`config.mk`:
```
export PLATFORM = sky130hd
export DESIGN_NAME = led_pattern_gen
export DESIGN_NICKNAME = d
export VERILOG_FILES = /design/src/rtl/led_pattern_gen.sv
export SDC_FILE = /design/constraint.sdc
export NUM_CORES = 1
export LEC_CHECK = 0
export BUFFER_PORTS_ARGS = -buffer_cell sky130_fd_sc_hd__buf_2
export CAP_MARGIN = 10
export CORE_MARGIN = 3
export CORE_UTILIZATION = 28
export DETAILED_ROUTE_END_ITERATION = 10
export GPL_TIMING_DRIVEN = 0
export HOLD_SLACK_MARGIN = 0.1
export PLACE_DENSITY_LB_ADDON = 0.15
export SYNTH_ARGS = -nofsm -noshare
export SYNTH_HDL_FRONTEND = slang
export SYNTH_SLANG_ARGS = --single-unit
```
`constraint.sdc`:
```
create_clock -name sys_clk -period 7.5 [get_ports sys_clk]
set_clock_uncertainty 0.1 [all_clocks]
set_input_delay 0.375 -clock sys_clk [delete_from_list [all_inputs] [get_ports sys_clk]]
set_output_delay 0.375 -clock sys_clk [all_outputs]
set_load 0.1 [all_outputs]
```
`src/rtl/led_pattern_gen.sv`:
```
// LED pattern generator: rotate-left/right, bounce and blink-all with a programmable step rate.
// Optional PWM dimming via `define LED_PWM_DIM_EN (adds the 4-bit duty input).
module led_pattern_gen #(
  parameter int unsigned LED_W   = 4,
  parameter int unsigned CLK_HZ  = 50_000_000,
  parameter int unsigned STEP_MS = 200
) (
  input  logic             sys_clk,
  input  logic             rst_n,
  input  logic [1:0]       mode,
  input  logic             run,
  input  logic [1:0]       speed,
`ifdef LED_PWM_DIM_EN
  input  logic [3:0]       duty,
`endif
  output logic [LED_W-1:0] led,
  output logic             step_pulse
);

  localparam int unsigned StepCyc = CLK_HZ / 1000 * STEP_MS;
  localparam int unsigned CntW    = (StepCyc > 1) ? $clog2(StepCyc) : 1;
  localparam int unsigned PerW    = CntW + 1;

  localparam logic [PerW-1:0]  StepCycW = PerW'(StepCyc);
  localparam logic [LED_W-1:0] SeedOne  = LED_W'(1);
  localparam logic [LED_W-1:0] SeedAll  = '1;

  logic [1:0]       mode_q, mode_d;
  logic [CntW-1:0]  cnt_q, cnt_d;
  logic [LED_W-1:0] pat_q, pat_d;
  logic             dir_q, dir_d;  // 0: moving toward MSB, 1: toward LSB
  logic             pulse_q, pulse_d;

  logic [PerW-1:0]  period;
  logic             reload;
  logic             tick;

  // Using >= lets a period shortened mid-count fire on the next run cycle.
  always_comb begin
    period = StepCycW >> speed;
    if (period == '0) begin
      period = PerW'(1);
    end
    reload = (mode != mode_q);
    tick   = run && (({1'b0, cnt_q} + PerW'(1)) >= period);
  end

  always_comb begin
    mode_d  = mode;
    cnt_d   = cnt_q;
    pat_d   = pat_q;
    dir_d   = dir_q;
    pulse_d = 1'b0;
    if (reload) begin
      cnt_d = '0;
      dir_d = 1'b0;
      pat_d = (mode == 2'd3) ? SeedAll : SeedOne;
    end else if (tick) begin
      cnt_d   = '0;
      pulse_d = 1'b1;
      unique case (mode_q)
        2'd0: pat_d = {pat_q[LED_W-2:0], pat_q[LED_W-1]};
        2'd1: pat_d = {pat_q[0], pat_q[LED_W-1:1]};
        2'd2: begin
          // Reverse at the ends so endpoints are not repeated.
          if (!dir_q) begin
            if (pat_q[LED_W-1]) begin
              pat_d = pat_q >> 1;
              dir_d = 1'b1;
            end else begin
              pat_d = pat_q << 1;
            end
          end else begin
            if (pat_q[0]) begin
              pat_d = pat_q << 1;
              dir_d = 1'b0;
            end else begin
              pat_d = pat_q >> 1;
            end
          end
        end
        2'd3: pat_d = ~pat_q;
      endcase
    end else if (run) begin
      cnt_d = cnt_q + CntW'(1);
    end
  end

  always_ff @(posedge sys_clk or negedge rst_n) begin
    if (!rst_n) begin
      mode_q  <= 2'd0;
      cnt_q   <= '0;
      pat_q   <= SeedOne;
      dir_q   <= 1'b0;
      pulse_q <= 1'b0;
    end else begin
      mode_q  <= mode_d;
      cnt_q   <= cnt_d;
      pat_q   <= pat_d;
      dir_q   <= dir_d;
      pulse_q <= pulse_d;
    end
  end

`ifdef LED_PWM_DIM_EN
  logic [3:0] pwm_cnt_q, pwm_cnt_d;
  logic       pwm_on_q, pwm_on_d;

  always_comb begin
    pwm_cnt_d = pwm_cnt_q + 4'd1;
    pwm_on_d  = (pwm_cnt_q < duty);
  end

  always_ff @(posedge sys_clk or negedge rst_n) begin
    if (!rst_n) begin
      pwm_cnt_q <= 4'd0;
      pwm_on_q  <= 1'b0;
    end else begin
      pwm_cnt_q <= pwm_cnt_d;
      pwm_on_q  <= pwm_on_d;
    end
  end

  assign led = pat_q & {LED_W{pwm_on_q}};
`else
  assign led = pat_q;
`endif

  assign step_pulse = pulse_q;

endmodule

```
==> results.md <==
- Clock sink total: 32
- Clk slew on worst S/H paths: 70 ps
- Final setup TNS: 0 ps
- CTS tree: built
- Ant diodes: 0
- Final number of setup-violating endpoints: 0
- P_leak: 1.355 nW
- Hold Path Class: input port to asynchronous set/reset pin
- Post-DP HPWL: 4999 um
- Worst-Margin Slew: 780.1 ps
- Synthesis Warnings: 0
- Top cell family by delay on the critical path: simple AND/OR/NAND/NOR gates
- Final Max Slew Viols: 0
- Crit-path most repeated cell: nand2_1
- Share of layout cells above drive strength 1: 11.58%
- Nets: 347
- CTS resizes: 0
- Critical path's largest stage delay: between 400 and 500 ps
- Avg Vias per Cell: 5.246
- Die width: roughly 100 um
- Reg area: 802.0 sq um
- R2R cell count: 17
- Buf/Inv on CP: 2
- Gpl congestion: ~0.8
- DR vias: ~2,200
- Mapped Nets: around 330
- Inserted Clock Buffers: 5
- Mapped Cells: between 200 and 300
- RSZ-0062 raised after global routing: false
- Clk Latency, worst-skew pair: 280 ps
- Remaining DRCs: 0
- Shortest period the worst path allows: 4701 ps
- First-pass GRT wire length: 10,750 um
- Max cap viols: 0
- Top_reg_cell synth: dfrtp_1
- Post-synthesis sequential area ratio: 30.64%
- Max-slew headroom: roughly 48%
- Power Total: 0.0003924 W
- Crit-path slowest cell: dfrtp_1
- Die Y: 102.7 um
- IO Count: 12
- Initial Utilization: 29.44%
- Hold Vio Cnt, Final: 0
- Antenna-violating nets left: 0
- Initial antenna violation count: 0
- Crit share post-route: 62.68%
- CTS max path bufs: 2
- Post-route cell area: 0.002904 sq mm
- Syn Area/Cell: slightly below 9 sq um
- Worst IR Drop VDD: 0.00008796 V
- PD cells: 135.1 mW/mm^2
- Postcts setup bufs: 0
- Worst-case hold slack: 73.46 ps
- Crit path depth: 17
- Rows: 34
- Die footprint: 0.01054 sq mm
- Crit-path cells: ha_1, nand2_1, nor2_1, and2_1, buf_2, and3_1, nor3b_1, xor2_1, ha_1, nand2_1, nor4_2, nand2_1, nor4_1, nor3_2, and3_4, buf_6, a221o_1
- Detailed Route WL: roughly 6500 um
- Area of the multi-input gates: 0.001679 sq mm
- Fill cells: ~900
- Setup WS post-layout: 2799 ps
- Commonest non-fill, non-tap cells in the layout: nand2_1, dfrtp_1, ha_1
- CTS H-tree lvls: 2
- Worst slack, placed: 2734 ps
- Largest net degree at the start of global routing: 33
- Core area: 0.008891 sq mm
- Buffers added on ports: 11
- Synth Register Bits: 32
- CP max FO: 10
- Crit. End Element: register
- Crit start category: register
- Syn Std Cell Area: ~0.0026 sq mm
- Cell Area, Placed: 0.002808 sq mm
- WL per Instance: around 16 um
- Register-to-register setup slack: 2800 ps
- Layout area overhead: 10.95%
- Tot GR Track Use: a little over an eighth
- Worst endpoint required time: 7560 ps
- DRT iter0 DRCs: 77
- Fmax: 212.7 MHz
- Crit path kind: register to register
- Post-synth EDFFs: 0
- Asr flop ratio synth: between 90% and 100%
- Drt first pass iters: 4
- Arrival @ worst endpoint: 4760 ps
- Final global-route overflow total: 0
- CTS root buffer: clkbuf_8
- Netlist cell types: 53
- Status: finished clean
- Vias in the first global route: 2,100
- CTS Hold Bufs: 0
-- stage by stage --
| step | cells | util (%) |
|---|---|---|
| floorplan | 293 | - |
| global placement | 412 | 31.58 |
| detailed placement | 412 | 31.58 |
| CTS | 419 | 32.66 |
| global route | 419 | 32.66 |
| finish | 419 | 32.66 |
-- power breakdown --
group	internal, W	leakage (nW)	switching [W]
Sequential	0.000175	0.436	0.00000441
Combinational	0.0000179	0.869	0.0000476
Clock	0.0000818	0.0503	0.0000652
-- sequential cells by signal, summed over array words and instances (netlist names) --
signal and flops:
led 4, dir_q 1, cnt_q 24, mode_q 2, step_pulse 1
-- metal layers --
| layer | vias up | GRT usage, % | routed length (um) |
|---|---|---|---|
| li1 | 1117 | - | - |
| met1 | 1055 | 19.26 | 3369 |
| met2 | 22 | 20.41 | 2962 |
| met3 | 4 | 2.300 | 148 |
| met4 | 0 | 2.422 | 42 |
| met5 | - | 0 | 0 |
-- cell families after synthesis --
logic type	count (synthesis)	synth area share, %
and+or+nand+nor	114	23.14
AOI/OAI and AO/OA	68	19.79
DFF	32	30.64
buffers and inverters	28	5.210
adders and majority gates	29	13.86
xor gates and xnor gates	22	7.361
-- cells in the mapped netlist (all sizes together), types with 2 or more instances --
cell type / instances / area [sq um]
clkbuf: 7 / 26.28
o31ai: 2 / 15.01
inv: 15 / 56.30
nand4: 11 / 68.82
o311a: 2 / 20.02
a31oi: 2 / 12.51
and2: 3 / 21.27
a211oi: 3 / 22.52
ha: 29 / 362.9
o21ai: 15 / 75.07
a21oi: 8 / 40.04
dfrtp: 31 / 775.7
a22o: 16 / 140.1
nor4b: 2 / 23.77
nor2b: 4 / 25.02
a22oi: 2 / 15.01
nand2: 31 / 116.4
xnor2: 11 / 96.34
a41oi: 3 / 41.29
buf: 6 / 53.79
a221o: 4 / 40.04
nor3: 8 / 45.04
nand3b: 2 / 15.01
nor4: 3 / 25.02
nand2b: 3 / 18.77
o22ai: 2 / 12.51
xor2: 11 / 96.34
and3: 11 / 76.32
nor2: 18 / 67.56
nand3: 14 / 70.07
-- final timing paths --
check / startpoint / end
worst min-delay path: rst_n / cnt_q[8]
worst max-delay path: cnt_q[0] / cnt_q[20]
worst max register to register: cnt_q[0] / cnt_q[20]
min in group sys_clk: mode[0] / mode_q[0]
worst min register to register: cnt_q[21] / cnt_q[21]
max in group asynchronous: rst_n / cnt_q[2]
-- area by class of cell --
| class | count | share of cell area [%] |
|---|---|---|
| Sequential cell | 32 | 27.62 |
| Timing Repair Buffer | 11 | 1.896 |
| Tap cell | 108 | 4.653 |
| Multi-Input combinational cell | 233 | 57.82 |
| Inverter | 15 | 1.939 |
| Buffer | 13 | 2.757 |
| Clock buffer | 7 | 3.318 |
(Power assumes the default switching activity.)
